<file path="config.mk">
export PLATFORM = sky130hd
export DESIGN_NAME = fpga_config_loader
export DESIGN_NICKNAME = d
export VERILOG_FILES = /design/src/rtl/fpga_config_loader_pkg.sv /design/src/rtl/fpga_config_loader_frame_asm.sv /design/src/rtl/fpga_config_loader.sv
export SDC_FILE = /design/constraint.sdc
export NUM_CORES = 2
export LEC_CHECK = 0
export ABC_AREA = 1
export CORE_MARGIN = 8
export CORE_UTILIZATION = 53
export DETAILED_ROUTE_END_ITERATION = 12
export GPL_TIMING_DRIVEN = 0
export PLACE_DENSITY_LB_ADDON = 0.25
export REMOVE_ABC_BUFFERS = 1
export SLEW_MARGIN = 5
export SYNTH_ARGS = -nofsm -noshare
export SYNTH_HDL_FRONTEND = slang
export SYNTH_SLANG_ARGS = --single-unit
</file>
<file path="constraint.sdc">
create_clock -name clock -period 1.9 [get_ports clock]
set_input_delay 0.38 -clock clock [delete_from_list [all_inputs] [get_ports clock]]
set_output_delay 0.38 -clock clock [all_outputs]
set_load 0.1 [all_outputs]
</file>
<file path="src/rtl/fpga_config_loader_pkg.sv">
`default_nettype none
// ============================================================================
// Module      : fpga_config_loader_pkg
// Description : Shared constants for the configuration loader: default
//               geometry of the fabric configuration port, FSM state
//               encodings and small elaboration-time helpers.
// Revision    : 1.0 - initial release
// ============================================================================
package fpga_config_loader_pkg;

    // Default geometry, kept in one place so the fabric and its wrappers agree
    localparam int c_DEF_WORD_W        = 32;
    localparam int c_DEF_FRAME_W       = 320;
    localparam int c_DEF_NUM_FRAMES    = 172;
    localparam int c_DEF_SETTLE_CYCLES = 10;
    localparam int c_DEF_RDY_DELAY     = 10;

    // Loader FSM state encodings
    localparam logic [2:0] c_ST_IDLE   = 3'd0;
    localparam logic [2:0] c_ST_FILL   = 3'd1;
    localparam logic [2:0] c_ST_WRITE  = 3'd2;
    localparam logic [2:0] c_ST_SETTLE = 3'd3;
    localparam logic [2:0] c_ST_ARM    = 3'd4;
    localparam logic [2:0] c_ST_RUN    = 3'd5;

    // Width of a counter that runs 0..count-1; never narrower than one bit
    function automatic int f_cnt_width(input int count);
        return (count < 2) ? 1 : $clog2(count);
    endfunction

    function automatic int f_max(input int a, input int b);
        return (a > b) ? a : b;
    endfunction

endpackage
`default_nettype wire

</file>
<file path="src/rtl/fpga_config_loader_frame_asm.sv">
`default_nettype none
// ============================================================================
// Module      : fpga_config_loader_frame_asm
// Description : Assembles WORD_W-bit bitstream words into FRAME_W-bit frames,
//               MSB-first (first word of a frame ends up in the top bits).
//               frame/frame_done are combinational so the caller can capture
//               the completed frame on the same edge as its last word.
// Revision    : 1.0 - initial release
// ============================================================================
module fpga_config_loader_frame_asm
    import fpga_config_loader_pkg::*;
#(
    parameter int WORD_W  = c_DEF_WORD_W,
    parameter int FRAME_W = c_DEF_FRAME_W
) (
    input  logic               clock,
    input  logic               rst_n,
    input  logic               clear,
    input  logic               accept,
    input  logic [WORD_W-1:0]  word,
    output logic [FRAME_W-1:0] frame,
    output logic               frame_done
);

    localparam int WPF   = FRAME_W / WORD_W;
    localparam int CNT_W = f_cnt_width(WPF);
    localparam logic [CNT_W-1:0] c_LAST_WORD = CNT_W'(WPF - 1);

    logic [CNT_W-1:0] r_word_cnt;

    if ((FRAME_W % WORD_W) != 0) begin : g_width_check
        $error("fpga_config_loader_frame_asm: FRAME_W must be a multiple of WORD_W");
    end

    if (WPF == 1) begin : g_single
        // A frame is exactly one word; nothing to store
        assign frame = word;
    end else begin : g_multi
        logic [FRAME_W-WORD_W-1:0] r_shift;

        // Older words sit above the incoming one, so the frame reads MSB-first
        assign frame = {r_shift, word};

        // Shift each accepted word in at the bottom of the assembly register
        always_ff @(posedge clock or negedge rst_n) begin
            if (!rst_n) begin
                r_shift <= '0;
            end else if (accept) begin
                r_shift <= frame[FRAME_W-WORD_W-1:0];
            end
        end
    end

    assign frame_done = accept && (r_word_cnt == c_LAST_WORD);

    // Word position within the current frame; wraps after the last word
    always_ff @(posedge clock or negedge rst_n) begin
        if (!rst_n) begin
            r_word_cnt <= '0;
        end else if (clear) begin
            r_word_cnt <= '0;
        end else if (accept) begin
            r_word_cnt <= (r_word_cnt == c_LAST_WORD) ? '0 : r_word_cnt + CNT_W'(1);
        end
    end

endmodule
`default_nettype wire

</file>
<file path="src/rtl/fpga_config_loader.sv">
`default_nettype none
// ============================================================================
// Module      : fpga_config_loader
// Description : Bitstream loader for the fabric configuration port. Takes a
//               valid/ready word stream, writes each assembled frame with a
//               one-hot configs_en strobe, then enables the fabric FFs and
//               finally reports rdy. All outputs are registered.
// Revision    : 1.0 - initial release
// ============================================================================
module fpga_config_loader
    import fpga_config_loader_pkg::*;
#(
    parameter int WORD_W        = c_DEF_WORD_W,
    parameter int FRAME_W       = c_DEF_FRAME_W,
    parameter int NUM_FRAMES    = c_DEF_NUM_FRAMES,
    parameter int SETTLE_CYCLES = c_DEF_SETTLE_CYCLES,
    parameter int RDY_DELAY     = c_DEF_RDY_DELAY
) (
    input  logic                  clock,
    input  logic                  rst_n,
    input  logic                  start,
    input  logic [WORD_W-1:0]     s_data,
    input  logic                  s_valid,
    output logic                  s_ready,
    output logic [FRAME_W-1:0]    configs_in,
    output logic [NUM_FRAMES-1:0] configs_en,
    output logic                  ff_en,
    output logic                  rdy,
    output logic                  busy
);

    localparam int IDX_W = f_cnt_width(NUM_FRAMES);
    localparam int DLY_W = f_cnt_width(f_max(SETTLE_CYCLES, RDY_DELAY));

    localparam logic [IDX_W-1:0]      c_LAST_IDX    = IDX_W'(NUM_FRAMES - 1);
    localparam logic [DLY_W-1:0]      c_SETTLE_LAST = DLY_W'(SETTLE_CYCLES - 1);
    localparam logic [DLY_W-1:0]      c_RDY_LAST    = DLY_W'(RDY_DELAY - 1);
    localparam logic [NUM_FRAMES-1:0] c_EN_ONE      = NUM_FRAMES'(1);

    if ((SETTLE_CYCLES < 1) || (RDY_DELAY < 1)) begin : g_delay_check
        $error("fpga_config_loader: SETTLE_CYCLES and RDY_DELAY must be at least 1");
    end

    logic [2:0]            r_state;
    logic [IDX_W-1:0]      r_frame_idx;
    logic [DLY_W-1:0]      r_delay_cnt;
    logic                  r_s_ready;
    logic [FRAME_W-1:0]    r_configs_in;
    logic [NUM_FRAMES-1:0] r_configs_en;
    logic                  r_ff_en;
    logic                  r_rdy;
    logic                  r_busy;

    logic                  w_accept;
    logic                  w_start_load;
    logic [FRAME_W-1:0]    w_frame;
    logic                  w_frame_done;

    // s_ready is only ever high in FILL, so accepts happen only there
    assign w_accept     = s_valid && r_s_ready;
    // start is honoured only when no load is in progress
    assign w_start_load = start && ((r_state == c_ST_IDLE) || (r_state == c_ST_RUN));

    fpga_config_loader_frame_asm #(
        .WORD_W  (WORD_W),
        .FRAME_W (FRAME_W)
    ) u_frame_asm (
        .clock      (clock),
        .rst_n      (rst_n),
        .clear      (w_start_load),
        .accept     (w_accept),
        .word       (s_data),
        .frame      (w_frame),
        .frame_done (w_frame_done)
    );

    // Load sequencer: FILL/WRITE per frame, then SETTLE and ARM delays, then RUN.
    // SETTLE and ARM each last exactly their programmed number of cycles.
    always_ff @(posedge clock or negedge rst_n) begin
        if (!rst_n) begin
            r_state      <= c_ST_IDLE;
            r_frame_idx  <= '0;
            r_delay_cnt  <= '0;
            r_s_ready    <= 1'b0;
            r_configs_in <= '0;
            r_configs_en <= '0;
            r_ff_en      <= 1'b0;
            r_rdy        <= 1'b0;
            r_busy       <= 1'b0;
        end else begin
            case (r_state)
                c_ST_IDLE, c_ST_RUN: begin
                    if (w_start_load) begin
                        r_state     <= c_ST_FILL;
                        r_frame_idx <= '0;
                        r_s_ready   <= 1'b1;
                        r_busy      <= 1'b1;
                        r_ff_en     <= 1'b0;
                        r_rdy       <= 1'b0;
                    end
                end
                c_ST_FILL: begin
                    if (w_frame_done) begin
                        r_configs_in <= w_frame;
                        r_configs_en <= c_EN_ONE << r_frame_idx;
                        r_s_ready    <= 1'b0;
                        r_state      <= c_ST_WRITE;
                    end
                end
                c_ST_WRITE: begin
                    r_configs_en <= '0;
                    if (r_frame_idx == c_LAST_IDX) begin
                        r_delay_cnt <= '0;
                        r_state     <= c_ST_SETTLE;
                    end else begin
                        r_frame_idx <= r_frame_idx + IDX_W'(1);
                        r_s_ready   <= 1'b1;
                        r_state     <= c_ST_FILL;
                    end
                end
                c_ST_SETTLE: begin
                    if (r_delay_cnt == c_SETTLE_LAST) begin
                        r_delay_cnt <= '0;
                        r_ff_en     <= 1'b1;
                        r_state     <= c_ST_ARM;
                    end else begin
                        r_delay_cnt <= r_delay_cnt + DLY_W'(1);
                    end
                end
                c_ST_ARM: begin
                    if (r_delay_cnt == c_RDY_LAST) begin
                        r_delay_cnt <= '0;
                        r_rdy       <= 1'b1;
                        r_busy      <= 1'b0;
                        r_state     <= c_ST_RUN;
                    end else begin
                        r_delay_cnt <= r_delay_cnt + DLY_W'(1);
                    end
                end
                default: begin
                    r_state      <= c_ST_IDLE;
                    r_s_ready    <= 1'b0;
                    r_configs_en <= '0;
                    r_ff_en      <= 1'b0;
                    r_rdy        <= 1'b0;
                    r_busy       <= 1'b0;
                end
            endcase
        end
    end

    assign s_ready    = r_s_ready;
    assign configs_in = r_configs_in;
    assign configs_en = r_configs_en;
    assign ff_en      = r_ff_en;
    assign rdy        = r_rdy;
    assign busy       = r_busy;

endmodule
`default_nettype wire
</file>
# Word level (Yosys, flattened, before mapping)
# Cells that the tools add are included.
# word_totals
elab_cells	81
inputBits	36
register_bits	803
# classes
n_addsub	3
eq_ne	14
n_mux	27
n_reduce_logical	21
n_bitwise	4
shift	1
# ops
cell	count
one-hot mux 172 bit (2 select lines)	1
two-way mux 172 bit	1
left shift 1 x 8 -> 172 bit, first input constant	1
two-way mux 4 bit	5
two-way mux 8 bit	2
one-hot mux 8 bit (2 select lines)	1
one-hot mux 3 bit (5 select lines)	1
two-way mux 3 bit	4
one-hot mux 1 bit (3 select lines)	3
AND reduction 3 bit	3
adder 4 x 1 -> 4 bit, second input constant	2
adder 8 x 1 -> 8 bit, second input constant	1
equality test 4 bit, second input constant	2
equality test 8 bit, second input constant	1
!= test 2 bit, second input constant	4
one-hot mux 4 bit (2 select lines)	1
AND reduction 4 bit	2
equality test 3 x 2 -> 1 bit, second input constant	2
equality test 3 bit, second input constant	2
two-way mux 1 bit	6
AND reduction 2 bit	3
nonzero test 2 bit	3
OR reduction 3 bit	2
!= test 2 x 1 -> 1 bit, second input constant	2
other kinds (9)	15

# Longest topological paths before layout
# logic_depth
word_depth	5
mapped_depth	12
depth_no_buf	10

# By module
# From an unflattened synthesis, not the netlist that was laid out.
# unflattened
cells_unflattened	3559
hier_area_um2	31635.3
# modules_own_cells
mod	seq_area_each_um2	area_each_um2	cells_each	n_inst
fpga_config_loader	12787.3	20483.4	2400	1
fpga_config_loader_frame_asm	7307.0	11151.9	1159	1

# Least setup slack after synthesis
# OpenSTA, ideal clock, no wires.
# synth_path
kind	flip-flop to flip-flop
from	register r_s_ready, in the netlist s_ready
to	register r_configs_en[115], in the netlist configs_en[115]
t_required_ps	1780
period_less_slack_ps	2190
setup_ps	120
path_slack_ps	-290
t_arrival_ps	2070
path_stages_with_launch	11
path_cell_list	dfrtp_1 nand2_1 inv_1 nand2_1 nand2_1 nand3_2 buf_4 buf_6 buf_6 nand2_1 nand2_1
# synth_between
elab_chain_len	4
# synth_rtl
item	line_no	rtl
start, declared	fpga_config_loader.sv:47	logic r_s_ready;
start signal, assigned	fpga_config_loader.sv:84	r_s_ready <= 1'b0;
start signal, assigned	fpga_config_loader.sv:96	r_s_ready <= 1'b1;
start signal, assigned	fpga_config_loader.sv:106	r_s_ready <= 1'b0;
logical AND 1 bit	fpga_config_loader.sv:60	assign w_accept = s_valid && r_s_ready;
logical AND 1 bit	fpga_config_loader_frame_asm.sv:54	assign frame_done = accept && (r_word_cnt == c_LAST_WORD);
!= test 2 x 1 -> 1 bit (no source line)	-	
AND reduction 2 bit (no source line)	-	
end signal, assigned	fpga_config_loader.sv:105	r_configs_en <= c_EN_ONE << r_frame_idx;
end, declared	fpga_config_loader.sv:49	logic [NUM_FRAMES-1:0] r_configs_en;
# Every way passes these cells.
# A chain may end at the register's enable or synchronous reset.

# Final worst setup path
# layout_path
from	register r_frame_idx[3]
to	register r_configs_en[170], in the netlist configs_en[170]
# layout_between
elab_chain_len	3
# layout_rtl
item	line_no	rtl
start, declared	fpga_config_loader.sv:45	logic [IDX_W-1:0] r_frame_idx;
start signal, assigned	fpga_config_loader.sv:116	r_frame_idx <= r_frame_idx + IDX_W'(1);
left shift 1 x 8 -> 172 bit	fpga_config_loader.sv:105	
two-way mux 172 bit	fpga_config_loader.sv:103	if (w_frame_done) begin
one-hot mux 172 bit (2 select lines)	fpga_config_loader.sv:91	case (r_state)
# Every way passes these cells. The select of a mux whose other input is x is not followed.

==> results.toml <==
[finish]
drive_above_1_share = 0.202
utilization = 0.664
area_growth_syn_to_layout_pct = 24.6
most-common-layout-cells = "sky130_fd_sc_hd__nand2_1, sky130_fd_sc_hd__dfrtp_1, sky130_fd_sc_hd__o21ai_0"
final_net_count = 3940
antennaDiodeCount = 0
final_common_cell = "sky130_fd_sc_hd__nand2_1"

[run_status]
violations = "hold timing, setup timing"
status = "complete, but fails checks"

[clocking]
insertion_delay_ps = 630
maximum_clock_insertion_buffer_count = 3
clock_sink_count = 803
clk_pin_slew_worst_paths_ps = 60
cts_tree = "done"
cts.root.buffer_cell = "sky130_fd_sc_hd__clkbuf_16"
clock_buffers_created_by_tritoncts = 82
htree_depth = 3

[critical_path]
required_time_of_the_critical_path_ps = 2430
timing.critical_path.from_type = "flip-flop"
worst-setup-path-type = "reg2reg"
crit_path_cell_trace = "clkinvlp_4 -> nor2_1 -> nand2_1 -> nor2_2 -> nand4_1 -> o21ai_0"
worstReg2RegStart = "r_frame_idx[3]$_DFFE_PN0P_"
worstRegToRegCells = 6
critical_path.endpoint_type = "flip-flop"
r2r_setup_slack_ps = -70
worst-path-max-fanout = 11
worstReg2RegEnd = "configs_en[170]$_DFFE_PN0P_"
timing.critical_path.slowest_stage_cell = "sky130_fd_sc_hd__dfrtp_2"
arr_time_crit_path_ps = 2510
cp_slowest_stage_delay_ps = 560

[logic_synthesis]
synth.cell_area_mm2 = 0.0313
yosys.area.top_type = "sky130_fd_sc_hd__dfrtp_1"
synth.yosys.seq_area_share = 0.642
synth.distinct_cells = 27
synth_cells = 3386
synth.top_cells.by_area = "sky130_fd_sc_hd__dfrtp_1, sky130_fd_sc_hd__nand2_1, sky130_fd_sc_hd__o21ai_0"
yosysWarningCount = 0
synth_top_area_frac = 0.642
ys_seq_elements = 803
syn_area_per_cell_um2 = 9.24

[floorplan]
initial_utilization = 0.533
die_width_um = 259
core_region_area_mm2 = 0.0587
die-height_um = 259
number_of_core_rows = 89
fp.dieArea_mm2 = 0.0671
io_pins = 532

[timing]
report.final.hold_viol_count = 67
fin_worst_hold_slack_ps = -288
setup_violations = 20
fmax_mhz = 506
clock_skew_ps = 16.2
final.period_utilization = 1.04
layout_setup_ws_ps = -74.7
fin_tns_setup_ps = -403
worst-slew-pin-transition_ps = 596
period_minus_slack_ps = 1970
maxSlewHeadroom = 0.603
grt_setup_unrepaired = "true"
slew_violations = 0

[global_routing]
grt_start_max_net_pins = 114
grt_first_pass_wirelength_mm = 140
grt_antenna_before_repair = 0
grt-ovfl-total = 0
groute.usage.overall = 0.263
number_of_global_route_vias_before_repair = 24190

[routing]
num_vias = 25097
remaining_drc_errors = 0
postRouteWirelength_mm = 91.7
dr.first_iter.drc_count = 2252
routedWlPerCell_um = 19.4
ant_nets = 0
drt_pre_antenna_iters = 6
routed_via_density = 5.31

[power_and_ir_drop]
vdd_ir_drop_max_mv = 1.11
power.sequential.fraction = 0.401
power_w = 0.0543
clockPowerShare = 0.301
power.share.combinational = 0.298
power_density_mw_per_mm2 = 1390
netSwitchingFraction = 0.369
cell_internal_pwr_w = 0.0342
p_sw_w = 0.0200
power.leakage_nw = 20.2

[placed_design]
globalplace.congestion = 0.824
placement.setup.worst_slack_ps = -2190
total_of_buffers_placed_on_input_and_output_ports = 531
dpl.hpwl_mm = 53.3

[flow_run]
max-cap-violations = 0

[hold_path]
hp-class = "in2async"
synth_stat cells:
| library cell | n |
|---|---|
| sky130_fd_sc_hd__a21oi_1 | 3 |
| sky130_fd_sc_hd__buf_1 | 9 |
| sky130_fd_sc_hd__buf_2 | 66 |
| sky130_fd_sc_hd__buf_4 | 5 |
| sky130_fd_sc_hd__buf_6 | 11 |
| sky130_fd_sc_hd__clkbuf_1 | 126 |
| sky130_fd_sc_hd__clkinv_1 | 1 |
| sky130_fd_sc_hd__dfrtp_1 | 803 |
| sky130_fd_sc_hd__ha_1 | 10 |
| sky130_fd_sc_hd__inv_1 | 328 |
| sky130_fd_sc_hd__inv_2 | 6 |
| sky130_fd_sc_hd__nand2_1 | 1025 |
| sky130_fd_sc_hd__nand2_4 | 1 |
| sky130_fd_sc_hd__nand3_1 | 142 |
| sky130_fd_sc_hd__nand3_2 | 2 |
| sky130_fd_sc_hd__nand4_1 | 28 |
| sky130_fd_sc_hd__nor2_1 | 81 |
| sky130_fd_sc_hd__nor2_2 | 2 |
| sky130_fd_sc_hd__nor3_1 | 29 |
| sky130_fd_sc_hd__nor3_4 | 1 |
| sky130_fd_sc_hd__nor4_1 | 2 |
| sky130_fd_sc_hd__o21ai_0 | 566 |
| sky130_fd_sc_hd__o21ai_1 | 130 |
| sky130_fd_sc_hd__o22ai_1 | 3 |
| sky130_fd_sc_hd__or2_2 | 2 |
| sky130_fd_sc_hd__xnor2_1 | 1 |
| sky130_fd_sc_hd__xor2_1 | 3 |
kinds of logic after synthesis:
kind of cell / Yosys count / share of synthesized area
AOI/OAI and AO/OA: 702 / 0.112
xor gates and xnor gates: 4 / 0.00112
adders and majority gates: 10 / 0.00400
buffers and inverters: 552 / 0.0721
DFF: 803 / 0.642
and+or+nand+nor: 1315 / 0.168
power groups by stage:
stage               sequential (W)  combinational (W)  clock, W
finish                      0.0218             0.0162    0.0163
global route                0.0221             0.0175    0.0173
CTS                         0.0217             0.0148    0.0166
detailed placement          0.0220             0.0133         0
global placement            0.0205            0.00847         0
floorplan                   0.0242            0.00467         0
through the flow:
| stage | instances | area [um^2] |
|---|---|---|
| 4_1_cts | 4698 | 38500 |
| 3_3_place_gp | 4473 | 36600 |
| 5_1_grt | 4730 | 39000 |
| 3_5_place_dp | 4502 | 37300 |
| 2_1_floorplan | 3169 | 30300 |
| 6_report | 4730 | 39000 |
worst max-delay path by stage:
stage / startpoint / slack [ps] / to / depth (start not counted)
final: r_frame_idx[3]$_DFFE_PN0P_ / -70 / configs_en[170]$_DFFE_PN0P_ / 6
after global routing: u_frame_asm.r_word_cnt[1]$_DFFE_PN0P_ / -170 / s_ready$_DFFE_PN0P_ / 12
after CTS: u_frame_asm.r_word_cnt[1]$_DFFE_PN0P_ / -10 / configs_in[117]$_DFFE_PN0P_ / 10
after detailed placement: s_valid / -2190 / configs_in[267]$_DFFE_PN0P_ / 9
after global placement: rst_n / -35680 / configs_in[16]$_DFFE_PN0P_ / 1
after floorplan: s_ready$_DFFE_PN0P_ / -12750 / configs_in[0]$_DFFE_PN0P_ / 4
critical path, delay by kind of cell (launching register included):
family / cells / cell delay, ps
and+or+nand+nor: 4 / 960
DFF: 1 / 560
AOI/OAI and AO/OA: 1 / 200
buffers and inverters: 1 / 180
sequential cells by signal, summed over array words and instances (netlist names):
signal,count
configs_in,320
u_frame_asm.g_multi.r_shift,288
configs_en,172
r_frame_idx,8
r_delay_cnt,4
u_frame_asm.r_word_cnt,4
r_state,3
busy,1
ff_en,1
rdy,1
s_ready,1
metal layers:
metal / share of wire / wire length (um) / global-route usage
met1: 0.39 / 35700 / 0.332
met2: 0.48 / 44100 / 0.424
met3: 0.079 / 7250 / 0.0668
met4: 0.051 / 4670 / 0.121
met5: 0 / 0 / 0
timing repair:
action                                  4_1_cts  5_1_grt
cloned                                       21       10
gates resized for setup                    2534       73
pin swaps                                     8       11
buffers inserted                             28       23
endpoints found under the setup margin     1087      477
endpoints found under the hold margin        67       67
layout make-up:
class	instances	area [um^2]
repair inverters	1	6.26
well taps	773	967
repair buffers	628	4510
clock inverters	26	305
fillers	4772	19700
multi-input cells	2043	9330
clock buffers	121	2440
inverters	335	1320
flip-flops and latches	803	20100
(Power assumes the default switching activity.)
